[src/rtl/cpu_pkg.sv]
// Shared CPU constants and types: PC/instruction widths, NOP encoding,
// fetch FSM states and the IF/ID pipeline payload.
package cpu_pkg;

    localparam int unsigned PC_W    = 32;
    localparam int unsigned INSTR_W = 16;

    localparam logic [INSTR_W-1:0] NOP_INSTR = 16'h4000;

    typedef enum logic [1:0] {
        BOOT_HI,
        BOOT_LO,
        RUN
    } fetch_state_t;

    typedef struct packed {
        logic [INSTR_W-1:0] instruction;
        logic [INSTR_W-1:0] imm;
        logic [PC_W-1:0]    pc;
        logic               valid;
    } if_id_t;

endpackage

[src/rtl/fetch_stage_if.sv]
// Fetch-stage bus: instruction memory port, decode/execute/memory controls
// and the IF/ID outputs seen by decode.
interface fetch_stage_if #(
    parameter int unsigned IMEM_AW = 20
) ();
    import cpu_pkg::*;

    logic [IMEM_AW-1:0] imem_addr;
    logic [INSTR_W-1:0] imem_rdata;
    logic               stall_fetch_from_cu;
    logic               clear_instruction;
    logic               branch_taken;
    logic [PC_W-1:0]    branch_target;
    logic               pc_choose_memory;
    logic [PC_W-1:0]    mem_pc;
    logic [INSTR_W-1:0] if_instruction;
    logic [INSTR_W-1:0] if_imm;
    logic [PC_W-1:0]    if_pc;
    logic               if_valid;
    logic               booting;

    modport master (
        output imem_addr,
        input  imem_rdata,
        input  stall_fetch_from_cu,
        input  clear_instruction,
        input  branch_taken,
        input  branch_target,
        input  pc_choose_memory,
        input  mem_pc,
        output if_instruction,
        output if_imm,
        output if_pc,
        output if_valid,
        output booting
    );

    modport slave (
        input  imem_addr,
        output imem_rdata,
        output stall_fetch_from_cu,
        output clear_instruction,
        output branch_taken,
        output branch_target,
        output pc_choose_memory,
        output mem_pc,
        input  if_instruction,
        input  if_imm,
        input  if_pc,
        input  if_valid,
        input  booting
    );

endinterface

[src/rtl/if_id_reg.sv]
// IF/ID pipeline register. Priority: flush > ldm > load > hold.
// ldm loads imm/pc but inserts a NOP (immediate-word capture).
module if_id_reg
    import cpu_pkg::*;
(
    input  logic               clk,
    input  logic               reset,
    input  logic               load,
    input  logic               ldm,
    input  logic               flush,
    input  logic [INSTR_W-1:0] word,
    input  logic [PC_W-1:0]    pc_next,
    output if_id_t             q
);

    always_ff @(posedge clk or negedge reset) begin
        if (!reset) begin
            q.instruction <= NOP_INSTR;
            q.imm         <= '0;
            q.pc          <= '0;
            q.valid       <= 1'b0;
        end else if (flush) begin
            q.instruction <= NOP_INSTR;
            q.valid       <= 1'b0;
        end else if (ldm) begin
            q.instruction <= NOP_INSTR;
            q.imm         <= word;
            q.pc          <= pc_next;
            q.valid       <= 1'b0;
        end else if (load) begin
            q.instruction <= word;
            q.imm         <= word;
            q.pc          <= pc_next;
            q.valid       <= 1'b1;
        end
    end

endmodule

[src/rtl/fetch_stage.sv]
// Instruction fetch: PC, redirect muxing and IF/ID load control.
// FETCH_BOOT_VECTOR_EN selects booting the PC from a two-word vector in imem.
module fetch_stage
    import cpu_pkg::*;
#(
    parameter int unsigned        IMEM_AW      = 20,
    parameter logic [IMEM_AW-1:0] RST_VEC_ADDR = '0,
    parameter logic [PC_W-1:0]    RESET_PC     = '0
) (
    input logic           clk,
    input logic           reset,
    fetch_stage_if.master bus
);

    logic [PC_W-1:0]    pc_q;
    logic [PC_W-1:0]    pc_d;
    logic [PC_W-1:0]    pc_inc;
    logic [PC_W-1:0]    run_pc_d;
    logic [IMEM_AW-1:0] imem_addr_c;
    logic               redirect;
    logic               run_load;
    logic               run_ldm;
    logic               run_flush;
    logic               ifid_load;
    logic               ifid_ldm;
    logic               ifid_flush;
    if_id_t             ifid_q;

    assign pc_inc   = pc_q + PC_W'(1);
    assign redirect = bus.pc_choose_memory | bus.branch_taken;

    // Steady-state PC and IF/ID control; a redirect overrides stall and clear.
    always_comb begin : run_mux
        run_pc_d  = pc_inc;
        if (bus.pc_choose_memory) begin
            run_pc_d = bus.mem_pc;
        end else if (bus.branch_taken) begin
            run_pc_d = bus.branch_target;
        end else if (bus.stall_fetch_from_cu) begin
            run_pc_d = pc_q;
        end
        run_flush = redirect;
        run_ldm   = !redirect && bus.clear_instruction;
        run_load  = !redirect && !bus.clear_instruction && !bus.stall_fetch_from_cu;
    end

`ifdef FETCH_BOOT_VECTOR_EN
    localparam logic [PC_W-1:0] PC_RST = '0;

    fetch_state_t       state_q;
    fetch_state_t       state_d;
    logic [INSTR_W-1:0] hi_q;
    logic [INSTR_W-1:0] hi_d;
    logic               booting_q;
    logic               unused_cfg;

    assign unused_cfg = ^RESET_PC;

    always_ff @(posedge clk or negedge reset) begin : state_reg
        if (!reset) begin
            state_q   <= BOOT_HI;
            booting_q <= 1'b1;
        end else begin
            state_q   <= state_d;
            booting_q <= (state_d != RUN);
        end
    end

    always_comb begin : next_state
        state_d = state_q;
        case (state_q)
            BOOT_HI: state_d = BOOT_LO;
            BOOT_LO: state_d = RUN;
            RUN:     state_d = RUN;
            default: state_d = BOOT_HI;
        endcase
    end

    // Boot states fetch the vector and ignore every pipeline control.
    always_comb begin : fsm_outputs
        imem_addr_c = pc_q[IMEM_AW-1:0];
        pc_d        = pc_q;
        hi_d        = hi_q;
        ifid_load   = 1'b0;
        ifid_ldm    = 1'b0;
        ifid_flush  = 1'b0;
        case (state_q)
            BOOT_HI: begin
                imem_addr_c = RST_VEC_ADDR;
                hi_d        = bus.imem_rdata;
            end
            BOOT_LO: begin
                imem_addr_c = IMEM_AW'(RST_VEC_ADDR + IMEM_AW'(1));
                pc_d        = {hi_q, bus.imem_rdata};
            end
            RUN: begin
                pc_d       = run_pc_d;
                ifid_load  = run_load;
                ifid_ldm   = run_ldm;
                ifid_flush = run_flush;
            end
            default: ;
        endcase
    end

    always_ff @(posedge clk or negedge reset) begin : hi_reg
        if (!reset) begin
            hi_q <= '0;
        end else begin
            hi_q <= hi_d;
        end
    end

    assign bus.booting = booting_q;
`else
    localparam logic [PC_W-1:0] PC_RST = RESET_PC;

    logic unused_cfg;

    assign unused_cfg  = ^RST_VEC_ADDR;
    assign imem_addr_c = pc_q[IMEM_AW-1:0];
    assign pc_d        = run_pc_d;
    assign ifid_load   = run_load;
    assign ifid_ldm    = run_ldm;
    assign ifid_flush  = run_flush;
    assign bus.booting = 1'b0;
`endif

    always_ff @(posedge clk or negedge reset) begin : pc_reg
        if (!reset) begin
            pc_q <= PC_RST;
        end else begin
            pc_q <= pc_d;
        end
    end

    if_id_reg u_if_id_reg (
        .clk     (clk),
        .reset   (reset),
        .load    (ifid_load),
        .ldm     (ifid_ldm),
        .flush   (ifid_flush),
        .word    (bus.imem_rdata),
        .pc_next (pc_inc),
        .q       (ifid_q)
    );

    assign bus.imem_addr      = imem_addr_c;
    assign bus.if_instruction = ifid_q.instruction;
    assign bus.if_imm         = ifid_q.imm;
    assign bus.if_pc          = ifid_q.pc;
    assign bus.if_valid       = ifid_q.valid;

endmodule
[src/flat_wrapper.sv]
// flat-port wrapper written by rule: the top's interface ports become plain ports
module fetch_stage_flat import cpu_pkg::*;
#(
    parameter int unsigned        IMEM_AW      = 20,
    parameter logic [IMEM_AW-1:0] RST_VEC_ADDR = '0,
    parameter logic [PC_W-1:0]    RESET_PC     = '0
)
  (clk, reset, bus_imem_addr, bus_imem_rdata, bus_stall_fetch_from_cu, bus_clear_instruction, bus_branch_taken, bus_branch_target, bus_pc_choose_memory, bus_mem_pc, bus_if_instruction, bus_if_imm, bus_if_pc, bus_if_valid, bus_booting);
  fetch_stage_if #(.IMEM_AW(IMEM_AW)) bus_i ();
  input logic clk;
  input logic reset;
  output wire logic [$bits(bus_i.imem_addr)-1:0] bus_imem_addr;
  input wire logic [$bits(bus_i.imem_rdata)-1:0] bus_imem_rdata;
  input wire logic [$bits(bus_i.stall_fetch_from_cu)-1:0] bus_stall_fetch_from_cu;
  input wire logic [$bits(bus_i.clear_instruction)-1:0] bus_clear_instruction;
  input wire logic [$bits(bus_i.branch_taken)-1:0] bus_branch_taken;
  input wire logic [$bits(bus_i.branch_target)-1:0] bus_branch_target;
  input wire logic [$bits(bus_i.pc_choose_memory)-1:0] bus_pc_choose_memory;
  input wire logic [$bits(bus_i.mem_pc)-1:0] bus_mem_pc;
  output wire logic [$bits(bus_i.if_instruction)-1:0] bus_if_instruction;
  output wire logic [$bits(bus_i.if_imm)-1:0] bus_if_imm;
  output wire logic [$bits(bus_i.if_pc)-1:0] bus_if_pc;
  output wire logic [$bits(bus_i.if_valid)-1:0] bus_if_valid;
  output wire logic [$bits(bus_i.booting)-1:0] bus_booting;
  assign bus_imem_addr = bus_i.imem_addr;
  assign bus_i.imem_rdata = bus_imem_rdata;
  assign bus_i.stall_fetch_from_cu = bus_stall_fetch_from_cu;
  assign bus_i.clear_instruction = bus_clear_instruction;
  assign bus_i.branch_taken = bus_branch_taken;
  assign bus_i.branch_target = bus_branch_target;
  assign bus_i.pc_choose_memory = bus_pc_choose_memory;
  assign bus_i.mem_pc = bus_mem_pc;
  assign bus_if_instruction = bus_i.if_instruction;
  assign bus_if_imm = bus_i.if_imm;
  assign bus_if_pc = bus_i.if_pc;
  assign bus_if_valid = bus_i.if_valid;
  assign bus_booting = bus_i.booting;
  fetch_stage #(.IMEM_AW(IMEM_AW), .RST_VEC_ADDR(RST_VEC_ADDR), .RESET_PC(RESET_PC)) u_core (.clk(clk), .reset(reset), .bus(bus_i));
endmodule
[config.mk]
export PLATFORM = sky130hd
export DESIGN_NAME = fetch_stage_flat
export DESIGN_NICKNAME = d
export VERILOG_FILES = /design/src/rtl/cpu_pkg.sv /design/src/rtl/fetch_stage_if.sv /design/src/rtl/if_id_reg.sv /design/src/rtl/fetch_stage.sv /design/src/flat_wrapper.sv
export SDC_FILE = /design/constraint.sdc
export NUM_CORES = 1
export LEC_CHECK = 0
export ABC_AREA = 1
export ABC_CLOCK_PERIOD_IN_PS = 2300
export CAP_MARGIN = 0
export CELL_PAD_IN_SITES_DETAIL_PLACEMENT = 1
export CELL_PAD_IN_SITES_GLOBAL_PLACEMENT = 1
export CORE_AREA = 2 2 131 133
export CTS_BUF_LIST = sky130_fd_sc_hd__clkbuf_16
export DETAILED_ROUTE_END_ITERATION = 7
export DIE_AREA = 0 0 133 135
export MAX_ROUTING_LAYER = met4
export PLACE_DENSITY = 0.9
export SKIP_CTS_REPAIR_TIMING = 1
export SYNTH_ARGS = -nofsm -noshare
export SYNTH_HDL_FRONTEND = slang
export SYNTH_SLANG_ARGS = --single-unit
[constraint.sdc]
create_clock -name clk -period 2.3 [get_ports clk]
set_clock_uncertainty 0.15 [all_clocks]
set_input_delay 0.46 -clock clk [delete_from_list [all_inputs] [get_ports clk]]
set_output_delay 0.46 -clock clk [all_outputs]
set_load 0.01 [all_outputs]
== Yosys cells after proc, flatten, opt, wreduce, memory -nomap -nowiden ==
Cells that the tools add are included.
Storage, ports and cells
  register bits after elaboration: 97
  bits of input ports: 86
  output and inout bits: 86
  logic and storage cells: 25
Operators by class
  add/sub/neg operators: 1
  equality and inequality tests: 1
  mux-type cells: 7
  bitwise operators: 2
  reduce and logical (&&, ||, !) cells: 9
Operators by type and width (count)
  $mux 65: 2
  $mux 32: 3
  $add 32x1->32 const B: 1
  $mux 16: 1
  $logic_and 1x1->1: 3
  $logic_not 1->1: 3
  $ne 3x1->1 const B: 1
  $reduce_bool 3->1: 1
  $reduce_and 2->1: 1
  $reduce_bool 2->1: 1
  $mux 1: 1
  $not 1->1: 1
  $or 1x1->1: 1

== Depth between registers and ports, before layout ==
  word-level depth: 7
  depth in mapped cells: 10
  depth with buffers taken out: 10

== Cells and area by module ==
From an unflattened synthesis, not the netlist that was laid out.
Unflattened totals
  cells, all modules: 790
  area total of the unflattened synthesis: 5594.1 um^2
By module, submodules not included
  fetch_stage: times used 1, cells each 505, area each 2982.9 um^2, seq. area each 800.8 um^2
  if_id_reg: times used 1, cells each 285, area each 2611.3 um^2, seq. area each 1627.8 um^2

== Least setup slack after synthesis ==
OpenSTA, ideal clock, no wires.
  kind: in2reg
  from: in bus_pc_choose_memory
  to: reg u_core.pc_q[30]
  library setup time: 77 ps
  arrival time: 1391 ps
  required time: 2073 ps
  setup slack: 681 ps
  cell stages on the path: 8
  buffers on the path: 3
  cell sequence: buf_6 nor2_4 inv_2 nor2_2 buf_4 buf_4 a21oi_1 a21oi_1
Between the ends
  word-level cells in the longest chain between the ends: 1
  elaborated cells on any way between the ends: 2
  classes of those cells: eq/ne (1); mux (1)
RTL lines
  start, declared: line flat_wrapper.sv:18  | input wire logic [$bits(bus_i.pc_choose_memory)-1:0] bus_pc_choose_memory;
  $ne 3x1->1 (no line) or $mux 32 (tied branches)
  end signal, assigned: line fetch_stage.sv:133  | pc_q <= pc_d;
  end, declared: line fetch_stage.sv:15  | logic [PC_W-1:0] pc_q;
Several ways; a longest one is shown, not always the timed one.
A chain may end at the register's enable or synchronous reset.

== Worst setup path in the final report ==
  from: reg u_core.pc_q[2]
  to: out bus_imem_addr[2]
RTL lines
  end, declared: line flat_wrapper.sv:12  | output wire logic [$bits(bus_i.imem_addr)-1:0] bus_imem_addr;
No word-level cell between the ends.

==> results_tabular.tex <==
\begin{tabular}{lr}
\hline
Metric & Value \\
\hline
\multicolumn{2}{l}{\textbf{Critical path}} \\
Crit. path cell count & 1 \\
Worst Setup Path Type & register to output pin \\
CP required & 1.69 ns \\
Capturing element type of the critical path & output pin \\
CP max stage cell & clkdlybuf4s50\_1 \\
Total buffers and inverters traversed by the critical path & 1 \\
Depth of the worst register-to-register path & 9 \\
Critical Path Max Stage Delay & 0.62 ns \\
Arrival @ worst endpoint & 1.46 ns \\
Max FO, Critical Path & 7 \\
Largest delay contributor family on the critical path & buffers and inverters \\
Cells along the critical path & clkdlybuf4s50\_1 \\
Startpoint Class & register \\
\multicolumn{2}{l}{\textbf{Pwr}} \\
Worst ir drop on vdd & 0.000400 V \\
Power per standard cell area & 675 nW/um2 \\
Leakage dissipation & 3.32 nW \\
\multicolumn{2}{l}{\textbf{Clocking}} \\
Maximum clock path buffer count & 2 \\
CTS tree & done \\
Clock transition at the register clock pins on the worst setup and hold paths after CTS & 0.07 ns \\
Clk Tree Root Cell & clkbuf\_16 \\
CTS H-Tree Depth & 3 \\
TritonCTS Buffers & 9 \\
Clock insertion delay at the later pin of the skew report & 0.35 ns \\
Total number of clock tree sinks & 97 \\
\multicolumn{2}{l}{\textbf{Synthesis}} \\
Count of distinct cell types in the synthesized netlist & 34 \\
Mean instance size in the synthesized netlist & 7.48 um2 \\
Post-synth top area cell & dfrtp\_1 \\
Post-synthesis sequential element count & 97 \\
Synth Instances & $\sim$720 \\
Ranking of synthesized cells by area & dfrtp\_1 45\%, nand2\_1 11\%, nor2\_1 9.2\%, a21oi\_1 4.8\%, nand3\_1 4.5\% \\
Top cell type's share of synthesized area & 0.445 \\
Share of the yosys chip area belonging to registers & 0.450 \\
Total standard cell area after synthesis & 5390 um2 \\
Mapped Nets & slightly above 800 \\
Warnings from Yosys & 0 \\
\multicolumn{2}{l}{\textbf{Final layout}} \\
Post-route non-filler standard cell count & about 1100 \\
\# fillers & 2023 \\
Area taken by multi-input logic gates & approximately 2400 um2 \\
Net count, final & 952 \\
Fraction of layout cells with a size suffix above 1 & 0.0644 \\
Area added between synthesis and finish & 39.8\% \\
Sequential cell area & 2430 um2 \\
Final instance area & 7540 um2 \\
\multicolumn{2}{l}{\textbf{GRT}} \\
Pin count of the biggest net entering global routing & a little over 60 \\
Most congested layer reported by global routing & met2 \\
GRT Total Usage & 0.221 \\
Met2 track demand over resource in global routing & 0.363 \\
GRT met3 Usage & 0.0259 \\
Via count of the first global-routing pass & 5791 \\
Global-route wire length before repair & 30.4 mm \\
Residual overflow from global routing & 0 \\
Antenna violations before repair & 1 \\
Grt met1 use & 0.279 \\
\multicolumn{2}{l}{\textbf{Floorplan}} \\
Total Die Area & 18000 um2 \\
Vert. Die Dim & about 140 um \\
I/O pin cnt & 172 \\
Total number of placement rows & 47 \\
Core Box Area & roughly 16000 um2 \\
Overall die width & 133 um \\
Initial Util & 0.329 \\
\multicolumn{2}{l}{\textbf{Placed design}} \\
Post-Place Setup Slack & roughly 0.09 ns \\
Gpl congestion & around 0.88 \\
Placed Cells & 1073 \\
\# port buffers & 170 \\
Post-detailed-placement cell area & 7210 um2 \\
Half-perimeter wire length of the detailed placement result & $\sim$14 mm \\
\multicolumn{2}{l}{\textbf{Timing}} \\
Remaining max-slew budget at the tightest pin & 0.633 \\
Setup repair after global routing missed its margin & false \\
Final Critical Period & approximately 2.1 ns \\
Worst Slack Setup Final & 0.233 ns \\
Final total negative setup slack & 0 ns \\
Highest attainable clock frequency & 0.484 GHz \\
Hold Vio Cnt, Final & 0 \\
Fin crit share & 0.899 \\
\# setup viols final & 0 \\
Final Max Slew Viols & 0 \\
Pin slew with the least headroom to its limit & around 0.55 ns \\
\multicolumn{2}{l}{\textbf{Routing}} \\
Number of search-and-repair iterations in the first detailed-routing pass & 4 \\
WL/cell & 17.2 um \\
Number of vias after detailed routing & 5355 \\
Number of nets with antenna violations after detailed routing & 0 \\
Post-DR vias/cell & 4.91 \\
Count of unresolved DRC violations after routing & 0 \\
Wire length reported by the detailed router & 18.7 mm \\
Detailed router's first-iteration violation count & 275 \\
\multicolumn{2}{l}{\textbf{Hold path}} \\
Worst hold-check path type & register to register \\
Worst hold path depth & 2 \\
\multicolumn{2}{l}{\textbf{Job}} \\
Max-cap violations & 0 \\
\multicolumn{2}{l}{\textbf{Run status}} \\
Outcome & completed \\
\hline
\end{tabular}
-- cell usage in the layout, fill, tap and decap left out, types with 6 or more instances in the layout --
cell type        instances
a21oi_1                 52
a22oi_1                  7
a31oi_1                 21
buf_12                   6
buf_4                    9
clkbuf_16                9
clkdlybuf4s50_1        168
dfrtp_1                 96
inv_1                   54
nand2_1                158
nand3_1                 49
nor2_1                 132
nor2_4                  10
o21ai_0                 46
o21ai_1                  7
xor2_1                   8
-- sequential cells by signal, indices dropped and copies added, names as in the netlist --
register / flops
u_core.pc_q: 32
u_core.u_if_id_reg.q: 65
-- worst paths after layout --
path | startpoint | end | slack, ns
setup / recovery | u_core.pc_q[2] | bus_imem_addr[2] | 0.23
hold / removal | u_core.u_if_id_reg.q[3] | u_core.u_if_id_reg.q[3] | 0.33
max in group asynchronous | reset | u_core.u_if_id_reg.q[25] | 0.95
min in group asynchronous | reset | u_core.u_if_id_reg.q[1] | 0.46
setup reg to reg | u_core.pc_q[1] | u_core.pc_q[26] | 0.29
hold reg to reg | u_core.u_if_id_reg.q[3] | u_core.u_if_id_reg.q[3] | 0.33
-- where the power goes --
group | switching, mW | leakage, nW | internal [mW] | total (mW)
logic | 0.647 | 1.99 | 0.689 | 1.34
registers | 0.201 | 1.17 | 1.93 | 2.13
clock network | 0.682 | 0.158 | 0.945 | 1.63
-- layout make-up --
class / instances / share of cell area
flip-flops and latches: 97 / 0.322
multi-input cells: 515 / 0.321
repair buffers: 185 / 0.250
well taps: 220 / 0.0365
clock buffers: 9 / 0.0299
inverters: 57 / 0.0284
clock inverters: 7 / 0.0115
diodes: 1 / 0.000332
-- cell families (layout without fill, tap and decap cells) --
family                   Yosys count  in the layout  synth area share
XOR/XNOR                           9              9            0.0146
AND/OR/NAND/NOR                  366            366             0.294
other                              1              2          0.000695
AO/OA/AOI/OAI                    138            138             0.138
buffers and inverters            109            258             0.100
adder cells (fa/ha/maj)            1              1           0.00232
flip-flops                        97             97             0.450
-- cell usage after synthesis --
master / instances
buf_2: 8
dfstp_2: 1
inv_1: 53
conb_1: 1
xnor2_1: 1
nand2_4: 2
xor2_1: 8
ha_1: 1
nand3_1: 49
nor2_1: 132
nor2_2: 4
nand2_1: 158
o21a_1: 2
a22oi_1: 7
buf_1: 2
nor4_1: 1
nor2_4: 10
o22ai_1: 3
nor3_2: 1
a31oi_1: 21
a21oi_1: 52
nand3b_1: 4
inv_2: 4
nor2_8: 1
clkbuf_1: 13
nand2_2: 3
dfrtp_1: 96
o21ai_0: 46
clkbuf_4: 1
buf_6: 2
nor3_1: 1
o21ai_1: 7
clkbuf_8: 1
buf_4: 25
-- through the flow --
step	total power, mW	hold WS [ns]	utilization
after detailed placement	3.50	0.298	0.440
final	5.09	0.327	0.459
after global placement	3.46	0.289	0.440
after CTS	5.14	-0.0776	0.459
after floorplan	2.75	0.0144	-
after global routing	5.35	0.361	0.459
-- layer usage --
| layer | vias up | share of wire | wire (um) |
|---|---|---|---|
| met5 | - | 0 | 0 |
| met4 | 0 | 0.034 | 643 |
| met3 | 40 | 0.041 | 766 |
| met2 | 142 | 0.48 | 9000 |
| met1 | 2571 | 0.44 | 8320 |
| li1 | 2602 | - | - |
Note: power is estimated with default switching activity, not from simulation.
